===== src/rtl/conv3x3_alu_if.sv =====
// Bus bundle between conv3x3_alu and its controller / X_buffer neighbour.
// The master drives the control, kernel-load and window inputs; the slave returns the results.
interface conv3x3_alu_if;
    logic               start;
    logic               w_load_en;
    logic [3:0]         w_idx;
    logic [7:0]         w_data;
    logic [23:0]        X_reg1;
    logic [23:0]        X_reg2;
    logic [23:0]        X_reg3;
    logic               ALU_en;
    logic               busy;
    logic               result_valid;
    logic signed [19:0] acc;
    logic [7:0]         pix_out;
    logic [4:0]         col_idx;
    logic               done;

    modport master (
        output start, w_load_en, w_idx, w_data, X_reg1, X_reg2, X_reg3,
        input  ALU_en, busy, result_valid, acc, pix_out, col_idx, done
    );

    modport slave (
        input  start, w_load_en, w_idx, w_data, X_reg1, X_reg2, X_reg3,
        output ALU_en, busy, result_valid, acc, pix_out, col_idx, done
    );
endinterface


===== src/rtl/conv3x3_alu.sv =====
// 3x3 signed-kernel convolution over unsigned 8-bit pixel windows.
// It has a three-stage pipeline (multiply, row sum, total + clamp) and is sequenced by a four-state FSM.
module conv3x3_alu #(
    parameter int unsigned COLS  = 26,
    parameter int unsigned SHIFT = 0
) (
    input logic           clk,
    input logic           rst,
    conv3x3_alu_if.slave  bus
);

    typedef enum logic [1:0] {StIdle, StRun, StDrain, StDone} state_e;

    localparam logic [4:0] LastCol = 5'(COLS - 1);

    state_e state_q, state_d;
    logic [4:0] issue_cnt_q;
    logic [1:0] drain_cnt_q;
    logic       alu_en, busy, done;

    logic signed [7:0]  w_q [9];
    logic [23:0]        win [3];
    logic [7:0]         pix [9];

    logic signed [16:0] prod_d [9];
    logic signed [16:0] prod_q [9];
    logic               s1_valid_q;
    logic [4:0]         s1_col_q;

    logic signed [18:0] row_d [3];
    logic signed [18:0] row_q [3];
    logic               s2_valid_q;
    logic [4:0]         s2_col_q;

    logic signed [19:0] acc_d, shifted;
    logic [7:0]         pix_d;
    logic signed [19:0] acc_q;
    logic [7:0]         pix_q;
    logic [4:0]         col_q;
    logic               s3_valid_q;

    // ---------------- FSM ----------------
    always_ff @(posedge clk) begin
        if (rst) begin
            state_q <= StIdle;
        end else begin
            state_q <= state_d;
        end
    end

    always_comb begin
        state_d = state_q;
        unique case (state_q)
            StIdle:  if (bus.start) state_d = StRun;
            StRun:   if (issue_cnt_q == LastCol) state_d = StDrain;
            StDrain: if (drain_cnt_q == 2'd2) state_d = StDone;
            StDone:  state_d = StIdle;
            default: state_d = StIdle;
        endcase
    end

    always_comb begin
        alu_en = (state_q == StRun);
        busy   = (state_q == StRun) || (state_q == StDrain);
        done   = (state_q == StDone);
    end

    always_ff @(posedge clk) begin
        if (rst) begin
            issue_cnt_q <= '0;
            drain_cnt_q <= '0;
        end else begin
            issue_cnt_q <= (state_q == StRun)   ? issue_cnt_q + 5'd1 : '0;
            drain_cnt_q <= (state_q == StDrain) ? drain_cnt_q + 2'd1 : '0;
        end
    end

    // Kernel is only writable while idle, so a pass always sees a stable kernel.
    always_ff @(posedge clk) begin
        if (rst) begin
            for (int i = 0; i < 9; i++) w_q[i] <= '0;
        end else if (state_q == StIdle && bus.w_load_en && bus.w_idx < 4'd9) begin
            w_q[bus.w_idx] <= bus.w_data;
        end
    end

    // ---------------- Stage 1: products ----------------
    always_comb begin
        win[0] = bus.X_reg1;
        win[1] = bus.X_reg2;
        win[2] = bus.X_reg3;
        for (int r = 0; r < 3; r++) begin
            for (int c = 0; c < 3; c++) begin
                pix[3*r+c] = win[r][8*(2-c) +: 8];
            end
        end
        for (int i = 0; i < 9; i++) begin
            prod_d[i] = 17'($signed({1'b0, pix[i]})) * 17'(w_q[i]);
        end
    end

    always_ff @(posedge clk) begin
        if (rst) begin
            s1_valid_q <= 1'b0;
            s1_col_q   <= '0;
            for (int i = 0; i < 9; i++) prod_q[i] <= '0;
        end else begin
            s1_valid_q <= alu_en;
            if (alu_en) begin
                s1_col_q <= issue_cnt_q;
                for (int i = 0; i < 9; i++) prod_q[i] <= prod_d[i];
            end
        end
    end

    // ---------------- Stage 2: row sums ----------------
    always_comb begin
        for (int r = 0; r < 3; r++) begin
            row_d[r] = 19'(prod_q[3*r]) + 19'(prod_q[3*r+1]) + 19'(prod_q[3*r+2]);
        end
    end

    always_ff @(posedge clk) begin
        if (rst) begin
            s2_valid_q <= 1'b0;
            s2_col_q   <= '0;
            for (int r = 0; r < 3; r++) row_q[r] <= '0;
        end else begin
            s2_valid_q <= s1_valid_q;
            if (s1_valid_q) begin
                s2_col_q <= s1_col_q;
                for (int r = 0; r < 3; r++) row_q[r] <= row_d[r];
            end
        end
    end

    // ---------------- Stage 3: total and saturation ----------------
    always_comb begin
        acc_d   = 20'(row_q[0]) + 20'(row_q[1]) + 20'(row_q[2]);
        shifted = acc_d >>> SHIFT;
        if (acc_d < 0) begin
            pix_d = '0;
        end else if (shifted > 20'sd255) begin
            pix_d = 8'hFF;
        end else begin
            pix_d = shifted[7:0];
        end
    end

    // Result registers only load on valid data so outputs hold between passes.
    always_ff @(posedge clk) begin
        if (rst) begin
            s3_valid_q <= 1'b0;
            acc_q      <= '0;
            pix_q      <= '0;
            col_q      <= '0;
        end else begin
            s3_valid_q <= s2_valid_q;
            if (s2_valid_q) begin
                acc_q <= acc_d;
                pix_q <= pix_d;
                col_q <= s2_col_q;
            end
        end
    end

    assign bus.ALU_en       = alu_en;
    assign bus.busy         = busy;
    assign bus.done         = done;
    assign bus.result_valid = s3_valid_q;
    assign bus.acc          = acc_q;
    assign bus.pix_out      = pix_q;
    assign bus.col_idx      = col_q;

endmodule


===== src/flat_wrapper.sv =====
// flat-port wrapper written by rule: the top's interface ports become plain ports
module conv3x3_alu_flat 
#(
    parameter int unsigned COLS  = 26,
    parameter int unsigned SHIFT = 0
)
  (clk, rst, bus_start, bus_w_load_en, bus_w_idx, bus_w_data, bus_X_reg1, bus_X_reg2, bus_X_reg3, bus_ALU_en, bus_busy, bus_result_valid, bus_acc, bus_pix_out, bus_col_idx, bus_done);
  conv3x3_alu_if bus_i ();
  input logic clk;
  input logic rst;
  input wire logic [$bits(bus_i.start)-1:0] bus_start;
  input wire logic [$bits(bus_i.w_load_en)-1:0] bus_w_load_en;
  input wire logic [$bits(bus_i.w_idx)-1:0] bus_w_idx;
  input wire logic [$bits(bus_i.w_data)-1:0] bus_w_data;
  input wire logic [$bits(bus_i.X_reg1)-1:0] bus_X_reg1;
  input wire logic [$bits(bus_i.X_reg2)-1:0] bus_X_reg2;
  input wire logic [$bits(bus_i.X_reg3)-1:0] bus_X_reg3;
  output wire logic [$bits(bus_i.ALU_en)-1:0] bus_ALU_en;
  output wire logic [$bits(bus_i.busy)-1:0] bus_busy;
  output wire logic [$bits(bus_i.result_valid)-1:0] bus_result_valid;
  output wire logic [$bits(bus_i.acc)-1:0] bus_acc;
  output wire logic [$bits(bus_i.pix_out)-1:0] bus_pix_out;
  output wire logic [$bits(bus_i.col_idx)-1:0] bus_col_idx;
  output wire logic [$bits(bus_i.done)-1:0] bus_done;
  assign bus_i.start = bus_start;
  assign bus_i.w_load_en = bus_w_load_en;
  assign bus_i.w_idx = bus_w_idx;
  assign bus_i.w_data = bus_w_data;
  assign bus_i.X_reg1 = bus_X_reg1;
  assign bus_i.X_reg2 = bus_X_reg2;
  assign bus_i.X_reg3 = bus_X_reg3;
  assign bus_ALU_en = bus_i.ALU_en;
  assign bus_busy = bus_i.busy;
  assign bus_result_valid = bus_i.result_valid;
  assign bus_acc = bus_i.acc;
  assign bus_pix_out = bus_i.pix_out;
  assign bus_col_idx = bus_i.col_idx;
  assign bus_done = bus_i.done;
  conv3x3_alu #(.COLS(COLS), .SHIFT(SHIFT)) u_core (.clk(clk), .rst(rst), .bus(bus_i));
endmodule

===== config.mk =====
export PLATFORM = sky130hd
export DESIGN_NAME = conv3x3_alu_flat
export DESIGN_NICKNAME = d
export VERILOG_FILES = /design/src/rtl/conv3x3_alu_if.sv /design/src/rtl/conv3x3_alu.sv /design/src/flat_wrapper.sv
export SDC_FILE = /design/constraint.sdc
export NUM_CORES = 2
export LEC_CHECK = 0
export CAP_MARGIN = 20
export CORE_AREA = 2 2 258 260
export DETAILED_ROUTE_END_ITERATION = 6
export DIE_AREA = 0 0 260 262
export GPL_ROUTABILITY_DRIVEN = 0
export PLACE_DENSITY_LB_ADDON = 0.05
export SLEW_MARGIN = 10
export SYNTH_ARGS = -nofsm -noshare
export SYNTH_HDL_FRONTEND = slang
export SYNTH_SLANG_ARGS = --single-unit

===== constraint.sdc =====
create_clock -name clk -period 12.4 [get_ports clk]
set_input_delay 1.24 -clock clk [delete_from_list [all_inputs] [get_ports clk]]
set_output_delay 1.24 -clock clk [all_outputs]
set_load 0.05 [all_outputs]

Word-level counts from Yosys, hierarchy flattened
Memories as Yosys holds them, arrays and structs flattened. Cells that the tools add are included.

$add $sub $neg: 10. Multipliers: 9. Order comparisons: 3. Equal/unequal tests: 8. Multiplexer cells: 32. Bitwise gates (word level): 14. Reduce and logical (&&, ||, !) cells: 8.

Operator list (number): multiplier 9 x 8 -> 17 bit (9); two-way mux 17 bit (9); adder 18 x 17 -> 19 bit (3); two-way mux 19 bit (3); adder 17 x 17 -> 18 bit (3); two-way mux 8 bit (3); adder 19 x 19 -> 20 bit (1); adder 20 x 19 -> 20 bit (1); > comparator 20 x 9 -> 1 bit (second input constant) (1); < comparator 20 x 1 -> 1 bit (second input constant) (1); two-way mux 1 bit (12); OR 1 bit (12); one-hot mux 2 bit (4 select lines) (1); OR reduction 8 bit (1); equality test 2 bit (second input constant) (3); two-way mux 2 bit (3); adder 5 x 1 -> 5 bit (second input constant) (1); equality test 5 bit (second input constant) (1); < comparator 4 bit (second input constant) (1); two-way mux 4 bit (1); != test 2 x 1 -> 1 bit (second input constant) (2); OR reduction 2 bit (2); AND reduction 3 bit (1); adder 2 x 1 -> 2 bit (second input constant) (1); other kinds (6) (8).

Flip-flop bits (word level): 55. RAM bits: 282. Bits of input ports: 88. Output and inout port bits: 37. Memories kept: 3.

Memory list: u_core.prod_q (depth 9, width 17, rd ports 9, clocked after memory_dff 0, write ports 9, RTL line conv3x3_alu.sv:26) `logic signed [16:0] prod_q [9];`; u_core.w_q (depth 9, width 8, rd ports 9, clocked after memory_dff 0, write ports 9, RTL line conv3x3_alu.sv:21) `logic signed [7:0] w_q [9];`; u_core.row_q (depth 3, width 19, rd ports 3, clocked after memory_dff 0, write ports 3, RTL line conv3x3_alu.sv:31) `logic signed [18:0] row_q [3];`.

Logic depth before layout (Yosys ltp)
Word-level depth: 8. Mapped depth: 20. Depth with buffers taken out: 20.

Worst setup path before layout
OpenSTA, ideal clock, no wires.

Path type: input to register. Start: in bus_X_reg1[11]. End: mem u_core.prod_q[1][15], in the netlist u_core.prod_q[0][32] (data pin). Library setup time: 266 ps. Arrival: 4970 ps. Data required time: 12134 ps. Setup slack: 7164 ps. Stages: 15. Cell sequence: and2_1 > fa_1 > inv_1 > fa_1 > fa_1 > fa_1 > inv_1 > ha_1 > inv_1 > o21ai_0 > a2111o_1 > a41oi_1 > o21ai_0 > xnor2_1 > nor2_1.

RTL lines: from (decl) (RTL line flat_wrapper.sv:15) `input wire logic [$bits(bus_i.X_reg1)-1:0] bus_X_reg1;`; to (decl) (RTL line conv3x3_alu.sv:26).

==> results_dict.tcl <==
set metrics [dict create \
    outcome "complete, no violations" \
    synth_nets 4478 \
    power.switching_uw 2749 \
    syn_area_sq_um 35600 \
    setup_ws_ps 6775 \
    portBuffers 124 \
    grt_pass1_wl_mm 135.2 \
    clkPwrFrac_pct 19.7 \
    cts_setup_buffers 0 \
    crit_path_start_kind "input pin" \
    arrival_ps 6030 \
    path_class "in2reg" \
    hold_viol_final 0 \
    cts_hold_buf 0 \
    slew_headroom_pct 25.87 \
    cpPeakStageDelay_ps 570 \
    busiest_layer "met2" \
    gr-usage-all-layers_pct 25.19 \
    postSynthCellCount 3519 \
    cellPowerDensity_nw_per_um2 165.1 \
    seq_area_sq_um 9570 \
    p_int_uw 3740 \
    cts_tree "built" \
    vias 24810 \
    finalSetupTns_ps 0 \
    ios 125 \
    post_cts_resized 0 \
    p_comb_share_pct 53.8 \
    placed_area_sq_um 37850 \
    seq_area_frac_synth_pct 26.88 \
    drt_iter0_drc 1601 \
    critPathLaunch "bus_X_reg1[4]" \
    cts_root_buf "clkbuf_16" \
    required_ps 12810 \
    fmax_mhz 177.8 \
    cp_num_buf_inv 4 \
    drc_errors 0 \
    die_area_sq_um 68120 \
    worst_pin_slew_ps 1112 \
    multi_input_area_sq_um 23850 \
    synthToLayoutAreaGrowth_pct 10.40 \
    die_h_microns 262 \
    p_sw_share_pct 42.36 \
    worstSetupEndpointType "flop" \
    final_cell_area_sq_um 39310 \
    start_util_pct 54.54 \
    syn_area_per_cell_sq_um 10.12 \
    pre_cts_ws_ps 6270 \
    routed_wl_mm 82.04 \
    worstReg2RegStart "u_core.w_q[7][0]$_SDFFCE_PN0P_" \
    row_count 94 \
    cts_sinks 337 \
    skew_ps 23.09 \
    seqPwrFrac_pct 26.5 \
    period_needed_ps 5625 \
    grt-ovfl-total 0 \
    grt_pass1_vias 25890 \
    synth-seq-cells 337 \
    firstDrtPassIters 5 \
    cp_top_family "adder cells" \
    synth_ff_type "edfxtp_1" \
    htree_levels 2 \
    grtUsageMet2_pct 42.86 \
    p_leak_uw 0.01839 \
    netlist-cell-type-count 63 \
    max-vdd-ir-drop_mv 0.09547 \
    clockBufferDepth 3 \
    vias_per_cell 5.449 \
    drive_gt1_share_pct 3.064 \
    ys_warn_count 0 \
    drv_cap 0 \
    final_nets 4614 \
    worstHoldStart "u_core.drain_cnt_q[0]$_SDFF_PP0_" \
    drv_slew 0 \
    dp_hpwl_mm 65.35 \
    antenna_found_initial 10 \
    period_share_pct 45.36 \
    grt.met3_usage_pct 2.951 \
    fin_cells 4553 \
    p_total_uw 6489 \
    ant_nets 0 \
    crit_fanout 8 \
    slowest_stage "clkdlybuf4s50_1" \
    rsz0062_at_grt "no" \
    n_fill_cell 5564 \
    die_w_microns 260 \
    core_sq_um 65280 \
    crit_chain "clkdlybuf4s50_1 -> and2_1 -> ha_1 -> fa_1 -> ha_1 -> inv_1 -> fa_1 -> inv_1 -> ha_1 -> inv_1 -> fa_1 -> nor2b_1 -> o21ai_0 -> a21boi_0 -> o21ai_0 -> a211oi_1 -> o211ai_1 -> a211o_1 -> o21ai_0" \
    path_clk_slew_ps 60 \
    cts-buffers-inserted 41 \
    post-place-cells 4475 \
    hold_path_class "reg2reg" \
    setup_viol_count_final 0 \
    clk-insertion-delay-late_ps 570 \
    grt.met1_usage_pct 34.81 \
    wl_per_cell_microns 18.02 \
    synth-edff-count 282 \
    grt_max_degree 74 \
    async_reset_ff_share_pct 0 \
]
==> synth_stat cells, types with 3 or more instances <==
cell | n | area [sq um]
xnor2_1 | 50 | 437.9
buf_1 | 3 | 11.26
inv_1 | 545 | 2046
nand3b_1 | 3 | 22.52
mux2i_1 | 35 | 350.3
dfxtp_1 | 55 | 1101
xor2_1 | 76 | 665.6
clkbuf_1 | 34 | 127.6
a21o_1 | 47 | 352.8
a41oi_1 | 7 | 61.31
edfxtp_1 | 282 | 8468
o21a_1 | 11 | 82.58
nand2_1 | 315 | 1182
nor2b_1 | 36 | 225.2
nand3_1 | 12 | 60.06
nand2b_1 | 76 | 475.5
o211ai_1 | 18 | 135.1
or3_1 | 17 | 106.4
nor3_1 | 70 | 350.3
a311o_1 | 3 | 30.03
o21ai_0 | 80 | 400.4
fa_1 | 407 | 8148
or2_2 | 18 | 112.6
nand4_1 | 3 | 18.77
nor4_1 | 3 | 18.77
a21oi_1 | 96 | 480.5
o21bai_1 | 3 | 22.52
and2_1 | 376 | 2352
nor2_1 | 257 | 964.7
buf_2 | 3 | 15.01
a211oi_1 | 25 | 187.7
ha_1 | 464 | 5806
and3_1 | 17 | 106.4
a21boi_0 | 6 | 45.04
o31ai_1 | 3 | 22.52
a211o_1 | 10 | 87.58
a2111o_1 | 9 | 101.4
o31a_1 | 3 | 26.28
nor3b_1 | 6 | 45.04
a31oi_1 | 8 | 50.05
==> layout by cell type (no fill, tap or decap), types with 8 or more instances in the layout <==
cell type / n
a2111o_1: 9
a211o_1: 10
a211oi_1: 25
a21o_1: 47
a21oi_1: 96
a31oi_1: 8
and2_1: 376
and3_1: 17
buf_4: 8
clkbuf_16: 44
clkdlybuf4s50_1: 123
dfxtp_1: 54
edfxtp_1: 282
fa_1: 407
ha_1: 464
inv_1: 544
mux2i_1: 35
nand2_1: 315
nand2b_1: 74
nand3_1: 12
nor2_1: 257
nor2b_1: 36
nor3_1: 69
o211ai_1: 18
o21a_1: 11
o21ai_0: 80
or2_2: 17
or3_1: 17
xnor2_1: 50
xor2_1: 76
==> cell families (layout without fill, tap and decap cells) <==
logic type | count (synthesis) | after routing | synth area share [%]
compound gates | 349 | 349 | 6.487
xor+xnor | 127 | 127 | 3.145
fa+ha+maj | 871 | 871 | 39.19
buf+inv | 586 | 755 | 6.188
flops | 337 | 337 | 26.88
mux | 35 | 35 | 0.9840
other cells | 0 | 1 | 0
simple gates | 1214 | 1214 | 17.13
==> cell type report <==
class	count	share of cell area, %
clock inverters	20	0.6366
well taps	864	2.750
clock buffers	56	3.021
flip-flops and latches	337	24.35
inverters	546	5.214
repair buffers	133	3.349
diodes	1	0.006366
multi-input cells	2596	60.67
==> through the flow <==
stage | util [%] | hold WS, ps
detailed placement | 57.98 | 404.6
finish | 60.22 | 406.8
global placement | 57.98 | 401.2
CTS | 60.18 | 412.3
global route | 60.21 | 428.3
floorplan | - | 391.9
==> state kept, by name, indices dropped and copies added, names as in the netlist <==
register	cells
u_core.s1_col_q	5
u_core.s2_col_q	5
u_core.issue_cnt_q	5
u_core.bus.col_idx	5
u_core.bus.pix_out	8
u_core.s2_valid_q	1
u_core.s1_valid_q	1
u_core.row_q	57
u_core.bus.result_valid	1
u_core.state_q	2
u_core.w_q	72
u_core.prod_q	153
u_core.drain_cnt_q	2
u_core.bus.acc	20
==> worst register-to-register path: stages (launching register included) <==
cell and delay (ps):
edfxtp_1 560, and2_1 250, ha_1 330, fa_1 490, ha_1 320, inv_1 70
fa_1 400, inv_1 60, ha_1 170, inv_1 80, fa_1 430, nor2b_1 150
o21ai_0 110, a21boi_0 260, o21ai_0 200, a211oi_1 350, o211ai_1 180, a211o_1 280
o21ai_0 80
==> layer usage <==
metal	up-vias	part of all wire (%)
met5	-	0.016
met1	12320	44
met3	91	6.0
met2	639	48
li1	11750	-
met4	2	1.8
==> final timing paths <==
check,to,slack (ps),cells past startpoint
setup / recovery,u_core.prod_q[0][50]$_SDFFCE_PN0P_,6780,19
hold / removal,u_core.drain_cnt_q[0]$_SDFF_PP0_,410,1
setup reg to reg,u_core.prod_q[0][135]$_SDFFCE_PN0P_,7470,18
hold reg to reg,u_core.drain_cnt_q[0]$_SDFF_PP0_,410,1
==> power groups by stage <==
stage / Clock (uW) / Sequential (uW) / Combinational, uW
CTS: 1310 / 1730 / 3500
global placement: 0 / 1750 / 3400
detailed placement: 0 / 1750 / 3460
finish: 1280 / 1720 / 3490
floorplan: 0 / 1710 / 2550
global route: 1350 / 1750 / 3940
Note: power is estimated with default switching activity, not from simulation.
